`src/rtl/systolic_pkg.sv`:
```
// Shared constants and types for the systolic array slice: default geometry,
// buffer address widths and the tile sequencer state encoding.
package systolic_pkg;

    localparam int DEFAULT_ARRAY_M         = 4;
    localparam int DEFAULT_ARRAY_N         = 4;
    localparam int DEFAULT_PIPE_LATENCY    = DEFAULT_ARRAY_N + 1;
    localparam int DEFAULT_LOOP_WIDTH      = 16;
    localparam int DEFAULT_IBUF_ADDR_WIDTH = 16;
    localparam int DEFAULT_WBUF_ADDR_WIDTH = 16;
    localparam int DEFAULT_OBUF_ADDR_WIDTH = 16;

    typedef enum logic [2:0] {
        ST_IDLE,
        ST_WLOAD,
        ST_STREAM,
        ST_DRAIN,
        ST_DONE
    } tile_state_t;

endpackage

```
`src/rtl/systolic_tile_ctrl_delay_line.sv`:
```
// Fixed-depth shift register that carries {valid, addr} words; the MSB of each
// word is treated as its valid bit so the owner can tell when writes are in flight.
module systolic_tile_ctrl_delay_line #(
    parameter int DEPTH = 5,
    parameter int WIDTH = 17
) (
    input  logic             clk,
    input  logic             reset,
    input  logic [WIDTH-1:0] din,
    output logic [WIDTH-1:0] dout,
    output logic             inflight
);

    logic [WIDTH-1:0] stages [DEPTH];

    always_ff @(posedge clk or posedge reset) begin
        if (reset) begin
            for (int i = 0; i < DEPTH; i++) begin
                stages[i] <= '0;
            end
        end else begin
            stages[0] <= din;
            for (int i = 1; i < DEPTH; i++) begin
                stages[i] <= stages[i-1];
            end
        end
    end

    assign dout = stages[DEPTH-1];

    // The head is excluded: it is being written out this cycle and will be gone next.
    always_comb begin
        inflight = 1'b0;
        for (int i = 0; i < DEPTH - 1; i++) begin
            inflight = inflight | stages[i][WIDTH-1];
        end
    end

endmodule

```
`src/rtl/systolic_tile_ctrl.sv`:
```
// GEMM tile sequencer: per weight block, one weight-buffer read followed by R
// input-buffer reads, with output-buffer writes delayed to match array latency.
module systolic_tile_ctrl
    import systolic_pkg::*;
#(
    parameter int ARRAY_M         = DEFAULT_ARRAY_M,
    parameter int ARRAY_N         = DEFAULT_ARRAY_N,
    parameter int PIPE_LATENCY    = ARRAY_N + 1,
    parameter int LOOP_WIDTH      = DEFAULT_LOOP_WIDTH,
    parameter int IBUF_ADDR_WIDTH = DEFAULT_IBUF_ADDR_WIDTH,
    parameter int WBUF_ADDR_WIDTH = DEFAULT_WBUF_ADDR_WIDTH,
    parameter int OBUF_ADDR_WIDTH = DEFAULT_OBUF_ADDR_WIDTH
) (
    input  logic                       clk,
    input  logic                       reset,
    input  logic                       start,
    input  logic [LOOP_WIDTH-1:0]      cfg_rows,
    input  logic [LOOP_WIDTH-1:0]      cfg_kblocks,
    input  logic [IBUF_ADDR_WIDTH-1:0] cfg_ibuf_base,
    input  logic [WBUF_ADDR_WIDTH-1:0] cfg_wbuf_base,
    input  logic [OBUF_ADDR_WIDTH-1:0] cfg_obuf_base,
    output logic                       busy,
    output logic                       done,
    output logic                       acc_clear,
    output logic                       wbuf_read_req,
    output logic [WBUF_ADDR_WIDTH-1:0] wbuf_read_addr,
    output logic                       ibuf_read_req,
    output logic [IBUF_ADDR_WIDTH-1:0] ibuf_read_addr,
    output logic                       obuf_write_req,
    output logic [OBUF_ADDR_WIDTH-1:0] obuf_write_addr
);

    localparam int PROD_WIDTH = 2 * LOOP_WIDTH;
    localparam logic [LOOP_WIDTH-1:0] LOOP_ONE = LOOP_WIDTH'(1);

    if (ARRAY_M < 1 || ARRAY_N < 1 || PIPE_LATENCY < 1) begin : g_bad_geometry
        $error("systolic_tile_ctrl: array dimensions and PIPE_LATENCY must be >= 1");
    end

    tile_state_t state, state_next;

    logic [LOOP_WIDTH-1:0]      rows_q, kblocks_q;
    logic [LOOP_WIDTH-1:0]      k_cnt, r_cnt;
    logic [IBUF_ADDR_WIDTH-1:0] ibuf_base_q, ibuf_hold;
    logic [WBUF_ADDR_WIDTH-1:0] wbuf_base_q, wbuf_hold;
    logic [OBUF_ADDR_WIDTH-1:0] obuf_base_q, obuf_hold;

    logic                       accept, zero_cmd, last_row, last_block, inflight;
    logic [PROD_WIDTH-1:0]      kr_product;
    logic [IBUF_ADDR_WIDTH-1:0] ibuf_live;
    logic [WBUF_ADDR_WIDTH-1:0] wbuf_live;
    logic [OBUF_ADDR_WIDTH-1:0] obuf_live;
    logic [OBUF_ADDR_WIDTH:0]   pipe_in, pipe_out;

    assign accept     = (state == ST_IDLE) && start;
    assign zero_cmd   = (cfg_rows == '0) || (cfg_kblocks == '0);
    assign last_row   = (r_cnt == rows_q - LOOP_ONE);
    assign last_block = (k_cnt == kblocks_q - LOOP_ONE);

    assign kr_product = PROD_WIDTH'(k_cnt) * PROD_WIDTH'(rows_q);
    assign ibuf_live  = ibuf_base_q + IBUF_ADDR_WIDTH'(kr_product) + IBUF_ADDR_WIDTH'(r_cnt);
    assign wbuf_live  = wbuf_base_q + WBUF_ADDR_WIDTH'(k_cnt);
    assign obuf_live  = obuf_base_q + OBUF_ADDR_WIDTH'(r_cnt);

    always_ff @(posedge clk or posedge reset) begin
        if (reset) begin
            state <= ST_IDLE;
        end else begin
            state <= state_next;
        end
    end

    always_comb begin
        state_next     = state;
        busy           = (state != ST_IDLE);
        done           = 1'b0;
        acc_clear      = 1'b0;
        wbuf_read_req  = 1'b0;
        ibuf_read_req  = 1'b0;
        case (state)
            ST_IDLE: begin
                acc_clear = start;
                if (start) begin
                    state_next = zero_cmd ? ST_DONE : ST_WLOAD;
                end
            end
            ST_WLOAD: begin
                wbuf_read_req = 1'b1;
                state_next    = ST_STREAM;
            end
            ST_STREAM: begin
                ibuf_read_req = 1'b1;
                if (last_row) begin
                    state_next = last_block ? ST_DRAIN : ST_WLOAD;
                end
            end
            ST_DRAIN: begin
                if (!inflight) begin
                    state_next = ST_DONE;
                end
            end
            ST_DONE: begin
                done       = 1'b1;
                state_next = ST_IDLE;
            end
            default: state_next = ST_IDLE;
        endcase
    end

    // Command latch plus row/block loop counters; the config is frozen at acceptance.
    always_ff @(posedge clk or posedge reset) begin
        if (reset) begin
            rows_q      <= '0;
            kblocks_q   <= '0;
            ibuf_base_q <= '0;
            wbuf_base_q <= '0;
            obuf_base_q <= '0;
            k_cnt       <= '0;
            r_cnt       <= '0;
        end else if (accept) begin
            rows_q      <= cfg_rows;
            kblocks_q   <= cfg_kblocks;
            ibuf_base_q <= cfg_ibuf_base;
            wbuf_base_q <= cfg_wbuf_base;
            obuf_base_q <= cfg_obuf_base;
            k_cnt       <= '0;
            r_cnt       <= '0;
        end else if (state == ST_STREAM) begin
            if (last_row) begin
                r_cnt <= '0;
                k_cnt <= k_cnt + LOOP_ONE;
            end else begin
                r_cnt <= r_cnt + LOOP_ONE;
            end
        end
    end

    assign pipe_in = {ibuf_read_req, obuf_live};

    systolic_tile_ctrl_delay_line #(
        .DEPTH (PIPE_LATENCY),
        .WIDTH (OBUF_ADDR_WIDTH + 1)
    ) u_delay_line (
        .clk      (clk),
        .reset    (reset),
        .din      (pipe_in),
        .dout     (pipe_out),
        .inflight (inflight)
    );

    // Address ports keep showing the last issued address while their request is idle.
    always_ff @(posedge clk or posedge reset) begin
        if (reset) begin
            wbuf_hold <= '0;
            ibuf_hold <= '0;
            obuf_hold <= '0;
        end else begin
            if (wbuf_read_req) wbuf_hold <= wbuf_live;
            if (ibuf_read_req) ibuf_hold <= ibuf_live;
            if (obuf_write_req) obuf_hold <= pipe_out[OBUF_ADDR_WIDTH-1:0];
        end
    end

    assign obuf_write_req  = pipe_out[OBUF_ADDR_WIDTH];
    assign wbuf_read_addr  = wbuf_read_req  ? wbuf_live : wbuf_hold;
    assign ibuf_read_addr  = ibuf_read_req  ? ibuf_live : ibuf_hold;
    assign obuf_write_addr = obuf_write_req ? pipe_out[OBUF_ADDR_WIDTH-1:0] : obuf_hold;

endmodule
```
`config.mk`:
```
export PLATFORM = sky130hd
export DESIGN_NAME = systolic_tile_ctrl
export DESIGN_NICKNAME = d
export VERILOG_FILES = /design/src/rtl/systolic_pkg.sv /design/src/rtl/systolic_tile_ctrl_delay_line.sv /design/src/rtl/systolic_tile_ctrl.sv
export SDC_FILE = /design/constraint.sdc
export NUM_CORES = 1
export LEC_CHECK = 0
export ABC_AREA = 0
export CAP_MARGIN = 20
export CORE_MARGIN = 2
export CORE_UTILIZATION = 64
export CTS_BUF_LIST = sky130_fd_sc_hd__clkbuf_16
export CTS_CLUSTER_DIAMETER = 200
export DETAILED_ROUTE_END_ITERATION = 8
export PLACE_DENSITY = 0.87
export SLEW_MARGIN = 20
export SYNTH_ARGS = -nofsm -noshare
export SYNTH_HDL_FRONTEND = slang
export SYNTH_SLANG_ARGS = --single-unit
```
`constraint.sdc`:
```
create_clock -name clk -period 26.8 [get_ports clk]
set_clock_uncertainty 0.15 [all_clocks]
set_input_delay 5.36 -clock clk [delete_from_list [all_inputs] [get_ports clk]]
set_output_delay 5.36 -clock clk [all_outputs]
set_load 0.01 [all_outputs]
```
==> out/metrics.csv, run 1 <==
stage,metric,value,unit
outcome,outcome,finished clean,
drt,drc_errors,0,
sta,setup_violations,0,
pwr,vdd_drop_max,0.09582,mV
pwr,comb_power_share,40.9,%
final_layout,fill_cells,1619,
global_route,grt_pass1_wl,63300,µm
sta,fmax,74.47,MHz
synthesis,synth-seq-cells,248,
critical_path,cpMostUsedCell,clkdlybuf4s50_1,
sta,max-slew-margin-rel,22.96,%
synthesis,syn-cell-area,15900,µm²
pwr,p_sw_share,39.09,%
pwr,leakagePower,8.640,nW
final_layout,nets,2057,
die,die_w,161.6,µm
placed_design,port_buffers,136,
critical_path,worstSetupStartpointType,input port,
sta,period_minus_slack,13.43,ns
critical_path,critPathMaxFanout,75,
final_layout,syn_to_final_growth,14.72,%
clock_tree,clock_latency,0.55,ns
sta,worstMarginPinSlew,1.151,ns
pwr,seq_power_share,38.8,%
die,coreArea,24390,µm²
placed_design,dpl.hpwl,26490,µm
synthesis,synth_fp_nets,1963,
drt,top_layer,met4,
synthesis,avgSynthCellArea,9.439,µm²
final_layout,n_antenna_cell,0,
die,rows,57,
clock_tree,cts-root-buf,clkbuf_16,
drt,drt_iter0_drc,989,
critical_path,worstPathCellList,clkdlybuf4s50_1 -> nand2_2 -> buf_4 -> clkinv_2 -> clkdlybuf4s50_1,
drt,wl_per_cell,18.02,µm
min_path,whs_path_depth,0,
pwr,switchingPower,0.0006688,W
die,die_area,26130,µm²
drt,ant_nets,0,
drt,drt-vias-per-instance,5.761,
final_layout,finalCoreUtilization,74.80,%
clock_tree,cts_buffers,26,
clock_tree,cts_setup_buffers,0,
clock_tree,cts_hold_buf,0,
clock_tree,cts_sinks,248,
pwr,total_power,0.001711,W
die,die_h,161.6,µm
synthesis,async_reset_ff_share,100.0,%
critical_path,cp.required,21.29,ns
drt,met3WireLength,2923,µm
min_path,min_path_type,flop to flop,
pwr,powerDensity,93.77,nW/µm²
clock_tree,clockBufferDepth,3,
sta,rsz0062_at_grt,no,
clock_tree,cts_max_level,1,
global_route,grt_pass1_vias,12800,
final_layout,drive_gt1_share,4.174,%
synthesis,yosysUniqueCellTypes,63,
drt,routed-wl-met2,18460,µm
drt,via_count,12220,
sta,finalSetupTns,0,ns
sta,hold_viol,0,
clock_tree,clk_pin_slew_worst_paths,0.06,ns
drt,dr.pass1.iters,6,
critical_path,arrival,7.92,ns
critical_path,reg2reg_depth,19,
critical_path,cp_slowest_cell,clkinv_2,
clock_tree,cts_resized,0,
sta,finalCritPeriodShare,50.10,%
pwr,clkPwrFrac,20.3,%
run,drv_cap,0,
global_route,grtUsageTotal,30.33,%
synthesis,synth-edff-count,0,
critical_path,critPathCaptureType,output pin,
global_route,gr-total-overflow,0,
drt,wirelength,38210,µm
synthesis,synthCells,1685,
global_route,antenna_found_initial,0,
clock_tree,cts_tree,yes,
synthesis,ys_dominant_reg_cell,dfrtp_1,
placed_design,routabilityCongestion,0.9109,
die,start_util,65.20,%
critical_path,max_stage_delay,0.67,ns
global_route,grt_max_degree,127,
pwr,power.internal,0.001042,W
die,io_pins,137,
synthesis,seq_area_frac_synth,39.02,%
sta,maxSlewViolCount,0,
drt,m1WireLength,15170,µm
synthesis,synth_warnings,0,
critical_path,path_class,input port to output pin,
## area by class of cell
cell class              instances  area (µm²)  share of cell area (%)
clock buffers                  26       650.6                   3.566
clock inverters                20       165.2                  0.9052
inverters                     206       782.0                   4.286
multi-input cells            1153        8615                   47.22
flip-flops and latches        248        6206                   34.01
well taps                     324       405.4                   2.222
repair buffers                144        1421                   7.790
## critical path: cells and delay by family
kind                   cells  cell delay (ns)
buffers and inverters      4             2.43
and+or+nand+nor            1             0.07
## cells in the final DEF, fill, tap and decap left out, drive strengths merged, types with 18 or more instances in the layout
| cell type | count |
|---|---|
| nand2 | 355 |
| dfrtp | 248 |
| inv | 211 |
| clkdlybuf4s50 | 136 |
| fa | 110 |
| o21ai | 92 |
| ha | 85 |
| xnor2 | 82 |
| and2 | 71 |
| nor2 | 56 |
| xor2 | 33 |
| nand3 | 33 |
| nor3 | 29 |
| clkbuf | 26 |
| a21oi | 24 |
| nor4 | 19 |
| and3 | 18 |
## cells by family (layout without fill, tap and decap cells)
family,after synthesis,after routing,synth area share (%)
flip-flops,248,248,39.02
AND/OR/NAND/NOR,626,626,18.09
XOR/XNOR,115,115,6.380
AO/OA/AOI/OAI,200,200,7.907
buffers and inverters,284,396,6.868
adder cells (fa/ha/maj),195,195,20.53
multiplexers,17,17,1.196
## metrics by stage
stage | std cells | area, µm² | hold slack [ns] | setup slack, ns
finish | 2121 | 18250 | 0.1928 | 13.37
global route | 2121 | 18250 | 0.2037 | 13.23
CTS | 2121 | 18250 | 0.1938 | 13.40
detailed placement | 2075 | 17430 | 0.1847 | 13.44
global placement | 2075 | 17430 | 0.1812 | 13.49
floorplan | 1685 | 15900 | 0.1812 | 14.48
## power by group through the flow
| stage | Sequential (W) | Clock [W] | Combinational, W |
|---|---|---|---|
| 3_3_place_gp | 0.000654 | 0 | 0.000653 |
| 6_report | 0.000664 | 0.000347 | 0.000700 |
| 2_1_floorplan | 0.000592 | 0 | 0.000488 |
| 3_5_place_dp | 0.000665 | 0 | 0.000683 |
| 4_1_cts | 0.000661 | 0.000352 | 0.000700 |
| 5_1_grt | 0.000681 | 0.000369 | 0.000780 |
## synth_stat cells (3+ instances only)
| master | number | area (µm²) |
|---|---|---|
| clkbuf_1 | 63 | 236.5 |
| a21o_1 | 8 | 60.06 |
| nand4_1 | 5 | 31.28 |
| or3_1 | 7 | 43.79 |
| nor3_1 | 29 | 145.1 |
| mux2_2 | 16 | 180.2 |
| ha_1 | 85 | 1064 |
| a21oi_1 | 24 | 120.1 |
| nand2_1 | 355 | 1333 |
| fa_1 | 110 | 2202 |
| o21ba_2 | 3 | 30.03 |
| o31ai_1 | 9 | 67.56 |
| nor2b_1 | 7 | 43.79 |
| nand2b_1 | 6 | 37.54 |
| o41ai_1 | 6 | 52.55 |
| nand3_1 | 32 | 160.2 |
| and3_1 | 18 | 112.6 |
| o211ai_1 | 7 | 52.55 |
| a211o_1 | 3 | 26.28 |
| dfrtp_1 | 248 | 6206 |
| buf_2 | 6 | 30.03 |
| nor4b_1 | 4 | 35.03 |
| a31oi_1 | 10 | 62.56 |
| a211oi_1 | 4 | 30.03 |
| a41o_1 | 3 | 30.03 |
| xor2_1 | 33 | 289.0 |
| buf_1 | 6 | 22.52 |
| nand3b_1 | 3 | 22.52 |
| or4_1 | 5 | 37.54 |
| o2111ai_1 | 4 | 35.03 |
| o21ai_0 | 92 | 460.4 |
| nor2_1 | 56 | 210.2 |
| a22o_1 | 4 | 35.03 |
| o21a_1 | 5 | 37.54 |
| nor4_1 | 17 | 106.4 |
| and2_1 | 71 | 444.2 |
| inv_1 | 204 | 765.7 |
| xnor2_1 | 81 | 709.4 |
## state kept, by name (all words and copies together), names as in the netlist
register             cells
wbuf_hold               16
r_cnt                   16
u_delay_line.dout       17
kblocks_q               16
ibuf_base_q             16
obuf_base_q             16
ibuf_hold               16
k_cnt                   16
state                    3
obuf_hold               16
rows_q                  16
u_delay_line.stages     68
wbuf_base_q             16
## path summary, 6_finish.rpt
path	slack (ns)	from	end
max	13.37	start	acc_clear
min	0.19	u_delay_line.stages[62]$_DFF_PP0_	u_delay_line.stages[45]$_DFF_PP0_
max reg2reg	20.70	k_cnt[6]$_DFFE_PP0P_	ibuf_hold[15]$_DFF_PP0_
min reg2reg	0.19	u_delay_line.stages[62]$_DFF_PP0_	u_delay_line.stages[45]$_DFF_PP0_
max in group asynchronous	19.09	reset	wbuf_hold[15]$_DFF_PP0_
min in group asynchronous	5.24	reset	u_delay_line.dout[6]$_DFF_PP0_
## routing by layer
metal / GRT usage, % / up-vias
met5: 0 / -
met4: 12.39 / 0
met3: 4.212 / 140
met2: 51.88 / 561
met1: 39.34 / 5934
li1: - / 5585
Note: power is estimated with default switching activity, not from simulation.
==> run 2, diff against run 1 <==
- CORE_UTILIZATION: 64 -> 59
- PLACE_DENSITY: 0.87 -> 0.81
- clock period: 26.8 -> 13.3 ns (I/O delays scaled with it)
==> run 2 against run 1 <==
Net effect:
- combinational power is 100% higher
- non-clock buffer count up 1
- final cell count rose by 0.90%
==> out/metrics.csv, run 2 (same netlist as run 1, synthesis figures left out) <==
stage,metric,value,unit,change
critical_path,critPathMaxFanout,14,,-81%
final_layout,syn_to_final_growth,15.54,%,
sta,hold_viol,0,,unchanged
sta,finalCritPeriodShare,72.54,%,
sta,worstMarginPinSlew,0.9172,ns,-0.2342 ns
die,rows,60,,+5.3%
clock_tree,cts_tree,yes,,
drt,ant_nets,0,,unchanged
critical_path,r2r_end,ibuf_hold[15]$_DFF_PP0_,,
critical_path,path_depth,20,,+15
drt,wirelength,38400,µm,+0.49%
critical_path,cpMostUsedCell,fa_1,,
critical_path,cp.required,10.49,ns,-10.80 ns
global_route,grtUsageTotal,27.89,%,-2.4 points
clock_tree,cts_buffers,26,,unchanged
placed_design,port_buffers,136,,unchanged
min_path,min_path_type,flop to flop,,
drt,wl_per_cell,17.94,µm,-0.40%
die,start_util,59.51,%,-5.7 points
clock_tree,cts-root-buf,clkbuf_16,,
clock_tree,clockBufferDepth,3,,unchanged
final_layout,drive_gt1_share,4.669,%,+0.50 points
critical_path,worstSetupStartpointType,flop,,
drt,m1WireLength,16610,µm,+9.5%
drt,routed-wl-met2,18050,µm,-2.2%
critical_path,path_buf_inv,6,,+2
global_route,antenna_found_initial,0,,unchanged
drt,via_count,11940,,-2.3%
sta,maxSlewViolCount,0,,unchanged
critical_path,arrival,6.84,ns,-1.08 ns
critical_path,r2r_slack,7.32,ns,-13.38 ns
final_layout,layout_common_cells,"354 x nand2_1, 248 x dfrtp_1, 202 x inv_1",,
sta,whs,0.1933,ns,+0.0004770 ns
clock_tree,clock_latency,0.54,ns,about the same
final_layout,n_antenna_cell,0,,unchanged
sta,period_minus_slack,9.647,ns,
critical_path,critPathCaptureType,output pin,,
die,io_pins,137,,unchanged
final_layout,largest_register_ff_count,68,,unchanged
drt,met3WireLength,2231,µm,-24%
critical_path,crit_end,ibuf_read_addr[15],,
critical_path,worstPathCellList,inv_1 -> nor2_1 -> fa_1 -> inv_1 -> fa_1 -> inv_1 -> fa_1 -> fa_1 -> fa_1 -> inv_1 -> fa_1 -> inv_1 -> ha_1 -> nand3_1 -> nand2_1 -> a41o_1 -> o41ai_1 -> xnor2_1 -> o21ai_0 -> clkdlybuf4s50_1,,
global_route,gr-total-overflow,0,,unchanged
final_layout,finalCoreUtilization,68.75,%,-6.0 points
pwr,leakagePower,8.677,nW,+0.43%
final_layout,layout_commonest_cell,nand2_1,,
clock_tree,cts_resized,0,,unchanged
clock_tree,clk_pin_slew_worst_paths,0.06,ns,about the same
placed_design,dpl.hpwl,27280,µm,+3.0%
critical_path,crit_start,rows_q[1]$_DFFE_PP0P_,,
placed_design,routabilityCongestion,0.9211,,+1.1%
sta,rsz0062_at_grt,no,,
final_layout,nets,2058,,+0.049%
run,drv_cap,0,,unchanged
pwr,vdd_drop_max,0.1384,mV,+44%
die,die_h,168.2,µm,+4.0%
sta,fmax,103.7,MHz,
critical_path,path_class,flop to output pin,,
sta,finalSetupTns,0,ns,unchanged
critical_path,cp_slowest_cell,dfrtp_1,,
drt,drt_iter0_drc,799,,-19%
critical_path,reg2reg_depth,19,,unchanged
min_path,whs_path_depth,0,,unchanged
final_layout,top_register,u_delay_line.stages,,
critical_path,max_stage_delay,0.60,ns,-0.07 ns
critical_path,critical-path-top-delay-family,adder cells,,
outcome,outcome,finished clean,,
die,coreArea,26730,µm²,+9.6%
critical_path,r2r_start,rows_q[1]$_DFFE_PP0P_,,
clock_tree,cts_sinks,248,,unchanged
drt,drt-vias-per-instance,5.577,,-3.2%
clock_tree,cts_max_level,1,,unchanged
sta,max-slew-margin-rel,38.29,%,+15 points
clock_tree,cts_hold_buf,0,,unchanged
global_route,grt_max_degree,120,,-5.5%
drt,top_layer,met4,,
global_route,grt_pass1_wl,62780,µm,-0.82%
global_route,grt_pass1_vias,12210,,-4.6%
sta,setup_violations,0,,unchanged
drt,dr.pass1.iters,5,,-1
drt,drc_errors,0,,unchanged
die,die_area,28280,µm²,+8.3%
pwr,powerDensity,191.0,nW/µm²,+100%
clock_tree,cts_setup_buffers,0,,unchanged
die,die_w,168.2,µm,+4.0%
## run 2: changes by cell type in the layout (fill, tap and decap cells not counted), sizes merged
cell / previous run / this run
clkinv: 12 / 13
inv: 211 / 206
clkbuf: 26 / 27
clkinvlp: 1 / 2
bufinv: 2 / 5
buf: 8 / 9
## run 2: how the worst min path moves through the flow
| stage | from | to | slack [ns] |
|---|---|---|---|
| 4_1_cts | u_delay_line.stages[49]$_DFF_PP0_ | u_delay_line.stages[32]$_DFF_PP0_ | 0.19 |
| 3_5_place_dp | u_delay_line.stages[28]$_DFF_PP0_ | u_delay_line.dout[11]$_DFF_PP0_ | 0.18 |
| 5_1_grt | u_delay_line.stages[41]$_DFF_PP0_ | u_delay_line.stages[24]$_DFF_PP0_ | 0.20 |
| 6_report | u_delay_line.stages[49]$_DFF_PP0_ | u_delay_line.stages[32]$_DFF_PP0_ | 0.19 |
| 3_3_place_gp | u_delay_line.stages[70]$_DFF_PP0_ | u_delay_line.stages[53]$_DFF_PP0_ | 0.18 |
| 2_1_floorplan | u_delay_line.stages[17]$_DFF_PP0_ | u_delay_line.dout[0]$_DFF_PP0_ | 0.18 |
## run 2: routing by layer
layer,track usage (%),vias up
met5,0,-
met2,46.35,426
met4,10.16,0
li1,-,5579
met3,3.855,93
met1,37.90,5837
## run 2: power breakdown
group          total (W)  leakage (nW)  internal, W  switching, W
clock network   0.000772         0.441     0.000465      0.000307
registers        0.00134          3.12      0.00107      0.000272
logic            0.00140          5.12     0.000635      0.000761
## run 2: cell type report
| type | count | area, µm² |
|---|---|---|
| multi-input combinational | 1153 | 8615 |
| fill | 2036 | 8351 |
| sequential | 248 | 6206 |
| timing repair buffer | 145 | 1436 |
| inverter | 206 | 782.0 |
| clock buffer | 27 | 675.6 |
| tap | 341 | 426.7 |
| clock inverter | 20 | 234.0 |
## run 2: stage by stage
| step | std cells | power [W] | area [µm²] | setup WS (ns) |
|---|---|---|---|---|
| after floorplan | 1685 | 0.002177 | 15900 | 3.675 |
| after global placement | 2092 | 0.002654 | 17450 | 4.389 |
| after detailed placement | 2093 | 0.002726 | 17460 | 4.241 |
| after CTS | 2140 | 0.003520 | 18370 | 3.673 |
| after global routing | 2140 | 0.003759 | 18380 | 3.290 |
| final | 2140 | 0.003510 | 18380 | 3.653 |
